### config.mk
export PLATFORM = sky130hd
export DESIGN_NAME = uart_rx_pico_flat
export DESIGN_NICKNAME = d
export VERILOG_FILES = /design/src/rtl/uart_rx_pico_if.sv /design/src/rtl/uart_rx_pico.sv /design/src/flat_wrapper.sv
export SDC_FILE = /design/constraint.sdc
export NUM_CORES = 1
export LEC_CHECK = 0
export BUFFER_PORTS_ARGS = -buffer_cell sky130_fd_sc_hd__buf_2
export CAP_MARGIN = 20
export CORE_ASPECT_RATIO = 0.9
export CORE_UTILIZATION = 55
export DETAILED_ROUTE_END_ITERATION = 10
export MAX_ROUTING_LAYER = met4
export PLACE_DENSITY = 0.83
export REMOVE_ABC_BUFFERS = 1
export SLEW_MARGIN = 10
export SYNTH_ARGS = -nofsm -noshare
export SYNTH_HDL_FRONTEND = slang
export SYNTH_SLANG_ARGS = --single-unit
### constraint.sdc
create_clock -name clk -period 2.4 [get_ports clk]
set_input_delay 0.48 -clock clk [delete_from_list [all_inputs] [get_ports clk]]
set_output_delay 0.48 -clock clk [all_outputs]
set_load 0.05 [all_outputs]
### src/rtl/uart_rx_pico_if.sv
// Receive-side bundle between the serial line, the byte consumer and the status pulses.
interface uart_rx_pico_if;
   logic       rxd;
   logic       ack;
   logic [7:0] data;
   logic       valid;
   logic       busy;
   logic       frame_err;
   logic       overrun;
   logic       parity_err;

   modport slave (
      input  rxd, ack,
      output data, valid, busy, frame_err, overrun, parity_err
   );

   modport master (
      output rxd, ack,
      input  data, valid, busy, frame_err, overrun, parity_err
   );
endinterface

### src/rtl/uart_rx_pico.sv
// 8N1 serial receiver with mid-bit sampling and a valid/ack holding register.
// Define UART_RX_PARITY_EN for 8E1 frames (even parity bit before stop, parity_err active).
//
// state     | meaning
// IDLE      | line idle, waiting for a falling edge on rxd_s
// START     | half-bit wait, confirm start bit still low
// DATA      | sampling 8 data bits LSB first, one per bit period
// PARITY    | sampling the even parity bit (parity builds only)
// STOP      | sampling the stop bit, flag good frame or framing error
// WAIT_HIGH | line held low after a bad stop, wait for it to return high
module uart_rx_pico #(
   parameter int CLKS_PER_BIT = 434
) (
   input logic            clk,
   input logic            rst,
   uart_rx_pico_if.slave  bus
);

   localparam int CW = $clog2(CLKS_PER_BIT);
   localparam logic [CW-1:0] CNT_LAST = CW'(CLKS_PER_BIT - 1);
   localparam logic [CW-1:0] CNT_HALF = CW'(CLKS_PER_BIT / 2 - 1);

   localparam logic [2:0] IDLE      = 3'd0;
   localparam logic [2:0] START     = 3'd1;
   localparam logic [2:0] DATA      = 3'd2;
`ifdef UART_RX_PARITY_EN
   localparam logic [2:0] PARITY    = 3'd3;
`endif
   localparam logic [2:0] STOP      = 3'd4;
   localparam logic [2:0] WAIT_HIGH = 3'd5;

   logic          rxd_m;
   logic          rxd_s;
   logic [2:0]    state;
   logic [CW-1:0] cnt;
   logic [2:0]    idx;
   logic [7:0]    shift;
   logic          done;
   logic [7:0]    data_q;
   logic          valid_q;
   logic          frame_err_q;
   logic          overrun_q;
`ifdef UART_RX_PARITY_EN
   logic          par_bit;
   logic          parity_err_q;
`endif

   always_ff @(posedge clk or posedge rst) begin
      if (rst) begin
         rxd_m        <= 1'b1;
         rxd_s        <= 1'b1;
         state        <= IDLE;
         cnt          <= '0;
         idx          <= '0;
         shift        <= '0;
         done         <= 1'b0;
         data_q       <= '0;
         valid_q      <= 1'b0;
         frame_err_q  <= 1'b0;
         overrun_q    <= 1'b0;
`ifdef UART_RX_PARITY_EN
         par_bit      <= 1'b0;
         parity_err_q <= 1'b0;
`endif
      end else begin
         rxd_m       <= bus.rxd;
         rxd_s       <= rxd_m;
         done        <= 1'b0;
         frame_err_q <= 1'b0;
         overrun_q   <= 1'b0;
`ifdef UART_RX_PARITY_EN
         parity_err_q <= 1'b0;
`endif
         case (state)
            IDLE: begin
               if (!rxd_s) begin
                  state <= START;
                  cnt   <= '0;
               end
            end
            START: begin
               if (cnt == CNT_HALF) begin
                  cnt   <= '0;
                  idx   <= '0;
                  state <= rxd_s ? IDLE : DATA;
               end else begin
                  cnt <= cnt + CW'(1);
               end
            end
            DATA: begin
               if (cnt == CNT_LAST) begin
                  cnt        <= '0;
                  shift[idx] <= rxd_s;
                  if (idx == 3'd7) begin
`ifdef UART_RX_PARITY_EN
                     state <= PARITY;
`else
                     state <= STOP;
`endif
                  end else begin
                     idx <= idx + 3'd1;
                  end
               end else begin
                  cnt <= cnt + CW'(1);
               end
            end
`ifdef UART_RX_PARITY_EN
            PARITY: begin
               if (cnt == CNT_LAST) begin
                  cnt     <= '0;
                  par_bit <= rxd_s;
                  state   <= STOP;
               end else begin
                  cnt <= cnt + CW'(1);
               end
            end
`endif
            STOP: begin
               if (cnt == CNT_LAST) begin
                  cnt         <= '0;
                  frame_err_q <= !rxd_s;
`ifdef UART_RX_PARITY_EN
                  // a parity mismatch discards the byte even when the stop bit is good
                  parity_err_q <= (par_bit != ^shift);
                  done         <= rxd_s && (par_bit == ^shift);
`else
                  done         <= rxd_s;
`endif
                  state <= rxd_s ? IDLE : WAIT_HIGH;
               end else begin
                  cnt <= cnt + CW'(1);
               end
            end
            WAIT_HIGH: begin
               if (rxd_s) state <= IDLE;
            end
            default: state <= IDLE;
         endcase

         // an ack on the completion cycle frees the register for the new byte
         if (done) begin
            if (!valid_q || bus.ack) begin
               data_q  <= shift;
               valid_q <= 1'b1;
            end else begin
               overrun_q <= 1'b1;
            end
         end else if (bus.ack) begin
            valid_q <= 1'b0;
         end
      end
   end

   assign bus.data      = data_q;
   assign bus.valid     = valid_q;
   assign bus.busy      = (state != IDLE);
   assign bus.frame_err = frame_err_q;
   assign bus.overrun   = overrun_q;
`ifdef UART_RX_PARITY_EN
   assign bus.parity_err = parity_err_q;
`else
   assign bus.parity_err = 1'b0;
`endif

endmodule
### src/flat_wrapper.sv
// flat-port wrapper written by rule: the top's interface ports become plain ports
module uart_rx_pico_flat 
#(
   parameter int CLKS_PER_BIT = 434
)
  (clk, rst, bus_rxd, bus_ack, bus_data, bus_valid, bus_busy, bus_frame_err, bus_overrun, bus_parity_err);
  uart_rx_pico_if bus_i ();
  input logic clk;
  input logic rst;
  input wire logic [$bits(bus_i.rxd)-1:0] bus_rxd;
  input wire logic [$bits(bus_i.ack)-1:0] bus_ack;
  output wire logic [$bits(bus_i.data)-1:0] bus_data;
  output wire logic [$bits(bus_i.valid)-1:0] bus_valid;
  output wire logic [$bits(bus_i.busy)-1:0] bus_busy;
  output wire logic [$bits(bus_i.frame_err)-1:0] bus_frame_err;
  output wire logic [$bits(bus_i.overrun)-1:0] bus_overrun;
  output wire logic [$bits(bus_i.parity_err)-1:0] bus_parity_err;
  assign bus_i.rxd = bus_rxd;
  assign bus_i.ack = bus_ack;
  assign bus_data = bus_i.data;
  assign bus_valid = bus_i.valid;
  assign bus_busy = bus_i.busy;
  assign bus_frame_err = bus_i.frame_err;
  assign bus_overrun = bus_i.overrun;
  assign bus_parity_err = bus_i.parity_err;
  uart_rx_pico #(.CLKS_PER_BIT(CLKS_PER_BIT)) u_core (.clk(clk), .rst(rst), .bus(bus_i));
endmodule
# == Yosys cells after proc, flatten, opt, wreduce, memory -nomap -nowiden ==
# Cells that the tools add are included.
# word_totals
ff_bits,37
in_bits,4
wordCells,75
# classes
n_addsub,2
n_lt_le_gt_ge,2
n_eq_ne,15
n_mux,29
n_reduce_logical,16
# ops
op,n
$mux 3,10
$mux 9,3
$pmux 9 s3,1
$pmux 3 s5,1
$mux 1,10
$ne 2x1->1 const B,5
$add 9x1->9 const B,1
$eq 3x3->1 const B,3
$eq 9x8->1 const B,1
$eq 9x9->1 const B,1
$bwmux 8,1
$reduce_and 2->1,4
$ne 2x2->1 const B,3
$pmux 3 s2,1
$reduce_and 6->1,1
$reduce_bool 3->1,2
$lt 3x4->1 const B,1
$reduce_and 4->1,1
$reduce_bool 2->1,2
$add 3x1->3 const B,1
$demux 1 s3,1
$eq 3x1->1 const B,1
$eq 3x2->1 const B,1
$ge 3x1->1 const B,1
other kinds (6),7

# == Logic depth before layout (Yosys ltp) ==
# Gate-level depths: netlist of the first run.
# logic_depth
word_depth,5
depth_mapped,7
mapped_depth_nobuf,6

# == Worst setup path before layout of the first run ==
# No wires, ideal clock.
# synth_timing
kind,flip-flop to flip-flop
start,register u_core.cnt[1]
end,register u_core.state[2]
t_arrival_ps,1624
t_required_ps,2280
setup_slack_ps,656
stages_incl_launch_ff,7
synth_period_minus_slack_ps,1744
path_cell_list,dfrtp_1 -> inv_1 -> ha_1 -> and4_1 -> a211oi_2 -> nor2_4 -> a31o_2
# synth_via
elab_chain_cells,3
elab_cells_between_ends,6
classes_between,eq/ne: 5; reduce/logical: 1
# synth_lines
element,line_no,text
from (decl),uart_rx_pico.sv:35,logic [CW-1:0] cnt;
from (signal assigned),uart_rx_pico.sv:87,cnt <= cnt + CW'(1);
from (signal assigned),uart_rx_pico.sv:104,cnt <= cnt + CW'(1);
from (signal assigned),uart_rx_pico.sv:131,cnt <= cnt + CW'(1);
$eq 9x9->1 or $eq 9x8->1 (tied branches),"uart_rx_pico.sv:91, uart_rx_pico.sv:119, uart_rx_pico.sv:82",
$ne 2x1->1 (no line),--,
$reduce_and 6->1 (no line) (*),--,
to (signal assigned),uart_rx_pico.sv:85,state <= rxd_s ? IDLE : DATA;
to (signal assigned),uart_rx_pico.sv:129,state <= rxd_s ? IDLE : WAIT_HIGH;
to (decl),uart_rx_pico.sv:34,logic [2:0] state;
# Mark *: on every way between the ends. The rest lies on a longest branch, timed or not.
# A chain may end at the register's enable or synchronous reset.

# == Worst setup path after layout of the first run ==
# Ends and elaborated chain as after synthesis.

==> results of run 1 <==
==> layout make-up <==
class,count,share of cell area
multi-input combinational,117,0.405
inverter,10,0.0183
clock inverter,1,0.0147
clock buffer,7,0.0422
timing repair buffer,16,0.0404
tap,42,0.0257
sequential,37,0.454
==> registers in the layout, indices dropped and copies added (netlist names) <==
name	cells
u_core.bus.valid	1
u_core.bus.frame_err	1
u_core.bus.overrun	1
u_core.idx	3
u_core.state	3
u_core.bus.data	8
u_core.cnt	9
u_core.rxd_s	1
u_core.shift	8
u_core.rxd_m	1
u_core.done	1
==> cells in the final DEF (no fill, tap or decap), drive strengths merged <==
cell type,synthesis,routed
a2bb2oi,1,1
o32a,1,1
nand3,4,4
mux2,16,16
nand4,1,1
xnor2,1,1
dfrtp,35,35
and2b,1,1
o21ai,6,6
o21a,1,1
a211oi,1,1
buf,5,16
nor4b,1,1
and2,1,1
clkbuf,1,7
nand4b,1,1
a31o,2,2
o22ai,5,5
conb,1,1
mux2i,3,3
nand2b,2,2
nor2b,1,1
nor2,9,9
o31a,4,4
nor3b,2,2
dfstp,2,2
and4,1,1
maj3,1,1
a21o,1,1
or2,1,1
nor3,6,6
o211ai,2,2
a21oi,3,3
bufinv,0,1
nor4,8,8
nand2,24,24
ha,5,5
inv,10,10
==> worst min-delay path by stage <==
stage / end / slack [ns] / depth (start not counted)
2_1_floorplan: u_core.rxd_s / 0.35 / 0
3_3_place_gp: u_core.rxd_s / 0.35 / 0
3_5_place_dp: u_core.rxd_s / 0.35 / 0
4_1_cts: u_core.rxd_m / 0.29 / 1
5_1_grt: u_core.rxd_m / 0.28 / 1
6_report: u_core.bus.overrun / 0.29 / 3
==> power breakdown <==
group	switching (mW)	internal [mW]	leakage (nW)	total [mW]
Sequential	0.00332	0.626	0.495	0.630
Clock	0.208	0.339	0.0585	0.547
Combinational	0.0166	0.00378	0.439	0.0204
==> metrics by stage <==
step	util	cells	power, mW	instance area (µm²)
after CTS	0.657	230	1.21	2050
final	0.657	230	1.20	2050
after detailed placement	0.620	222	0.663	1930
after global placement	0.620	222	0.662	1930
after floorplan	-	164	0.655	1790
after global routing	0.657	230	1.24	2050
==> worst min-delay path, cell delays in order <==
cell and delay (ns):
buf_2 0.09, inv_1 0.04, buf_4 0.39
==> metal layers <==
metal  up-vias  global-route usage  part of all wire
met5         -                   -                 0
li1        634                   -                 -
met3         6              0.0630             0.037
met4         0               0.120             0.018
met2        28               0.346              0.49
met1       629               0.255              0.45
==> logic make-up (layout without fill, tap and decap cells) <==
| kind of cell | Yosys count | in the layout | share of synthesized area |
|---|---|---|---|
| XOR/XNOR | 1 | 1 | 0.00478 |
| buffers and inverters | 16 | 34 | 0.0423 |
| adder cells (fa/ha/maj) | 6 | 6 | 0.0396 |
| AO/OA/AOI/OAI | 27 | 27 | 0.104 |
| other | 1 | 1 | 0.00204 |
| AND/OR/NAND/NOR | 63 | 63 | 0.187 |
| multiplexers | 19 | 19 | 0.115 |
| flip-flops | 37 | 37 | 0.506 |
==> flow_metrics.py, run 1 <==
metrics = {
    "timing": {
        "fin_setup_tns_ns": 0,
        "fin_ws_ns": 0.350,
        "slew_headroom": 0.536,
        "skew_ns": 0.00593,
        "setup_violations": 0,
        "fmax_mhz": 488,
        "rsz0062_at_grt": "no",
        "slew_viol_final": 0,
        "tightest_slew_ns": 0.694,
        "min_period_ns": 2.05,
        "period_share": 0.854,
        "hold_viol": 0,
        "hold_ws_ns": 0.287,
    },
    "cts": {
        "cts.root.buffer_cell": "clkbuf_8",
        "postCtsSetupBuffers": 0,
        "hold_buffers": 0,
        "cts-resized-gates": 0,
        "path_clk_slew_ns": 0.07,
        "cts_sinks": 37,
        "htree_levels": 2,
        "max-clock-path-buffers": 2,
        "clkLatencyLatePin_ns": 0.28,
        "numCtsBuffers": 5,
        "cts_tree": "done",
    },
    "worst_setup_path": {
        "worstPathCellList": "inv_1 > ha_1 > and4_1 > a211oi_2 > nor2_4 > a31o_2",
        "cp-end-kind": "flop",
        "critPathKind": "reg -> reg",
        "crit-reg2reg-launch": "u_core.cnt[1]",
        "crit_cells": 6,
        "critPathCapture": "u_core.state[2]",
        "cp-start-kind": "flop",
        "cpPeakStageDelay_ns": 0.63,
        "ff2ff_path_depth": 6,
        "cp.required_ns": 2.57,
        "rrSetupSlack_ns": 0.35,
        "cpLargestDelayFamily": "compound AO/OA/AOI/OAI gates",
        "crit_fanout": 9,
        "cp_num_buf_inv": 1,
        "r2r_end": "u_core.state[2]",
        "crit_arrival_ns": 2.22,
        "startpoint": "u_core.cnt[1]",
        "cpMaxStageDelayCell": "a211oi_2",
    },
    "synth": {
        "yosysTopAreaCellShare": 0.477,
        "synth_edf_count": 0,
        "async_reset_ff_frac": 1.00,
        "netlist_area_um2": 1830,
        "synth_cell_types": 42,
        "yosysMostFrequentCell": "dfrtp_1",
        "synthTopCellsByArea": "dfrtp_1 48%, mux2_2 9.8%, nand2_1 4.9%",
        "yosys_warnings": 0,
        "netlist_instances": 170,
        "synth-seq-area-share": 0.506,
        "yosys-top-cells-count": "35 x dfrtp_1, 24 x nand2_1, 16 x mux2_2",
        "synth_area_per_cell_um2": 10.8,
        "yosys_register_bits": 37,
        "ys.flop_type": "dfrtp_1",
        "synth_top_area_cell": "dfrtp_1",
    },
    "grt": {
        "grt_pass1_vias": 1319,
        "grt_overflow": 0,
        "grt.total_usage": 0.220,
        "grt_pass1_wl_um": 5660,
        "antenna_found_initial": 0,
        "grt_max_degree": 38,
    },
    "cells_and_area": {
        "seq_area_um2": 928,
        "multi_input_area_um2": 828,
        "final_nets": 196,
        "diodes": 0,
        "syn_to_final_growth_pct": 11.5,
        "fillerInstances": 239,
        "drive_gt1_frac": 0.255,
    },
    "placed_design": {
        "dp_slack_ns": 0.375,
        "io_buffers": 15,
        "hpwl_um": 2340,
        "place_congestion": 0.864,
    },
    "drt": {
        "vias_per_cell": 5.64,
        "wl_um": 3280,
        "wl_per_cell_um": 14.3,
        "dr_total_vias": 1297,
        "drc": 0,
        "drt-pass1-iter-count": 4,
        "first_iter_violations": 42,
        "ant_nets": 0,
    },
    "pwr": {
        "p_leak_nw": 0.992,
        "power.density_nw_per_um2": 585,
        "peakVddDrop_v": 0.000436,
    },
    "floorplanning": {
        "fp.dieH_um": 56.8,
        "start_util": 0.589,
        "rows": 19,
        "coreArea_um2": 3110,
        "die_x_um": 62.9,
        "dieArea_um2": 3570,
        "pin_count": 17,
    },
    "run": {
        "maxCapViolations": 0,
    },
    "run_status": {
        "status": "finished clean",
    },
    "worst_hold_path": {
        "worstHoldPathType": "in -> async",
    },
}
No activity file was read; power rests on OpenSTA's default activity.
==> run 2, diff against run 1 <==
- CELL_PAD_IN_SITES_DETAIL_PLACEMENT: unset -> 2
- CELL_PAD_IN_SITES_GLOBAL_PLACEMENT: unset -> 2
- CORE_UTILIZATION: 55 -> 38
- PLACE_DENSITY: 0.83 -> 0.85
==> flow_metrics.py, run 2 (synthesis results as in run 1) <==
metrics = {
    "drt": {
        "drt-pass1-iter-count": 4,
        "ant_nets": 0,
        "vias_per_cell": 5.58,
        "wl_per_cell_um": 20.1,
        "drc": 0,
        "dr_total_vias": 1395,
        "first_iter_violations": 50,
        "wl_um": 5010,
    },
    "cts": {
        "cts.root.buffer_cell": "clkbuf_8",
        "clkLatencyLatePin_ns": 0.30,
        "cts_sinks": 37,
        "numCtsBuffers": 5,
        "cts_tree": "done",
        "path_clk_slew_ns": 0.08,
        "hold_buffers": 0,
        "max-clock-path-buffers": 2,
        "htree_levels": 2,
        "postCtsSetupBuffers": 0,
        "cts-resized-gates": 0,
    },
    "worst_setup_path": {
        "cpMaxStageDelayCell": "nor4_1",
        "cp_num_buf_inv": 1,
        "crit_arrival_ns": 2.41,
        "critPathKind": "reg -> reg",
        "worstPathCellList": "inv_1 > ha_1 > and4_1 > nand3_2 > nor4_1 > mux2_2",
        "cpLargestDelayFamily": "simple AND/OR/NAND/NOR gates",
        "crit_fanout": 9,
        "cp-start-kind": "flop",
        "cp.required_ns": 2.59,
        "cp-end-kind": "flop",
        "cpPeakStageDelay_ns": 0.46,
    },
    "timing": {
        "hold_viol": 0,
        "slew_headroom": 0.513,
        "rsz0062_at_grt": "no",
        "slew_viol_final": 0,
        "setup_violations": 0,
        "skew_ns": 0.00609,
        "hold_ws_ns": 0.280,
        "tightest_slew_ns": 0.730,
        "fin_setup_tns_ns": 0,
        "period_share": 0.925,
        "min_period_ns": 2.22,
        "fmax_mhz": 451,
        "fin_ws_ns": 0.181,
    },
    "cells_and_area": {
        "final_cells": 250,
        "multi_input_area_um2": 828,
        "largest_register": "u_core.cnt",
        "diodes": 0,
        "final_nets": 196,
        "fillerInstances": 503,
        "seq_area_um2": 928,
        "largest_register_ff_count": 9,
        "drive_gt1_frac": 0.261,
        "layout_commonest_cell": "dfrtp_1",
        "syn_to_final_growth_pct": 13.1,
        "stdcell_area_um2": 2070,
        "post-route-util": 0.456,
        "layout_common_cells": "35 x dfrtp_1, 24 x nand2_1, 16 x mux2_2, 15 x buf_2, 10 x inv_1",
    },
    "pwr": {
        "p_total_mw": 1.23,
        "peakVddDrop_v": 0.000346,
        "p_leak_nw": 0.991,
        "power.density_nw_per_um2": 592,
    },
    "placed_design": {
        "dpl_cell_area_um2": 1950,
        "place_congestion": 0.821,
        "hpwl_um": 3430,
        "io_buffers": 15,
        "dp_slack_ns": 0.227,
        "place_inst": 242,
    },
    "floorplanning": {
        "pin_count": 17,
        "start_util": 0.403,
        "rows": 23,
        "coreArea_um2": 4550,
        "fp.dieH_um": 67.9,
        "dieArea_um2": 5110,
        "die_x_um": 75.2,
    },
    "grt": {
        "grt_pass1_wl_um": 8010,
        "grt_max_degree": 38,
        "antenna_found_initial": 0,
        "grt_pass1_vias": 1503,
        "grt.total_usage": 0.229,
        "grt_overflow": 0,
    },
    "worst_hold_path": {
        "worstHoldPathType": "in -> async",
    },
    "run_status": {
        "status": "finished clean",
    },
    "run": {
        "maxCapViolations": 0,
    },
}
-- run 2: final timing paths --
kind                                from            endpoint  slack [ns]  cells past startpoint
setup reg to reg           u_core.cnt[1]     u_core.shift[1]        0.18                      6
hold reg to reg             u_core.rxd_m        u_core.rxd_s        0.37                      0
hold / removal                       rst  u_core.bus.overrun        0.28                      3
min in group clk                 bus_rxd        u_core.rxd_m        0.28                      1
max in group asynchronous            rst        u_core.rxd_m        1.77                      3
setup / recovery           u_core.cnt[1]     u_core.shift[1]        0.18                      6
-- run 2: worst reg2reg max path, delay by kind of cell (launching register included) --
family                   cells  cell delay [ns]
AND/OR/NAND/NOR              3             0.97
flip-flops                   1             0.42
adder cells (fa/ha/maj)      1             0.18
buffers and inverters        1             0.14
multiplexers                 1             0.40
-- run 2: area by class of cell --
cell class	count	area share
flip-flops and latches	37	0.448
multi-input cells	117	0.399
clock buffers	6	0.0398
repair buffers	16	0.0398
well taps	62	0.0374
clock inverters	2	0.0181
inverters	10	0.0181
-- run 2: metal layers --
layer,track usage,up-vias,part of all wire
met5,-,-,0
met4,0.0764,0,0.015
met3,0.0501,7,0.027
met2,0.399,23,0.52
met1,0.263,731,0.43
li1,-,634,-
-- run 2: report_power, final --
part / internal (mW) / total, mW / switching, mW
sequential: 0.626 / 0.630 / 0.00399
combinational: 0.00380 / 0.0211 / 0.0173
clock: 0.338 / 0.578 / 0.240
total: 0.968 / 1.23 / 0.261
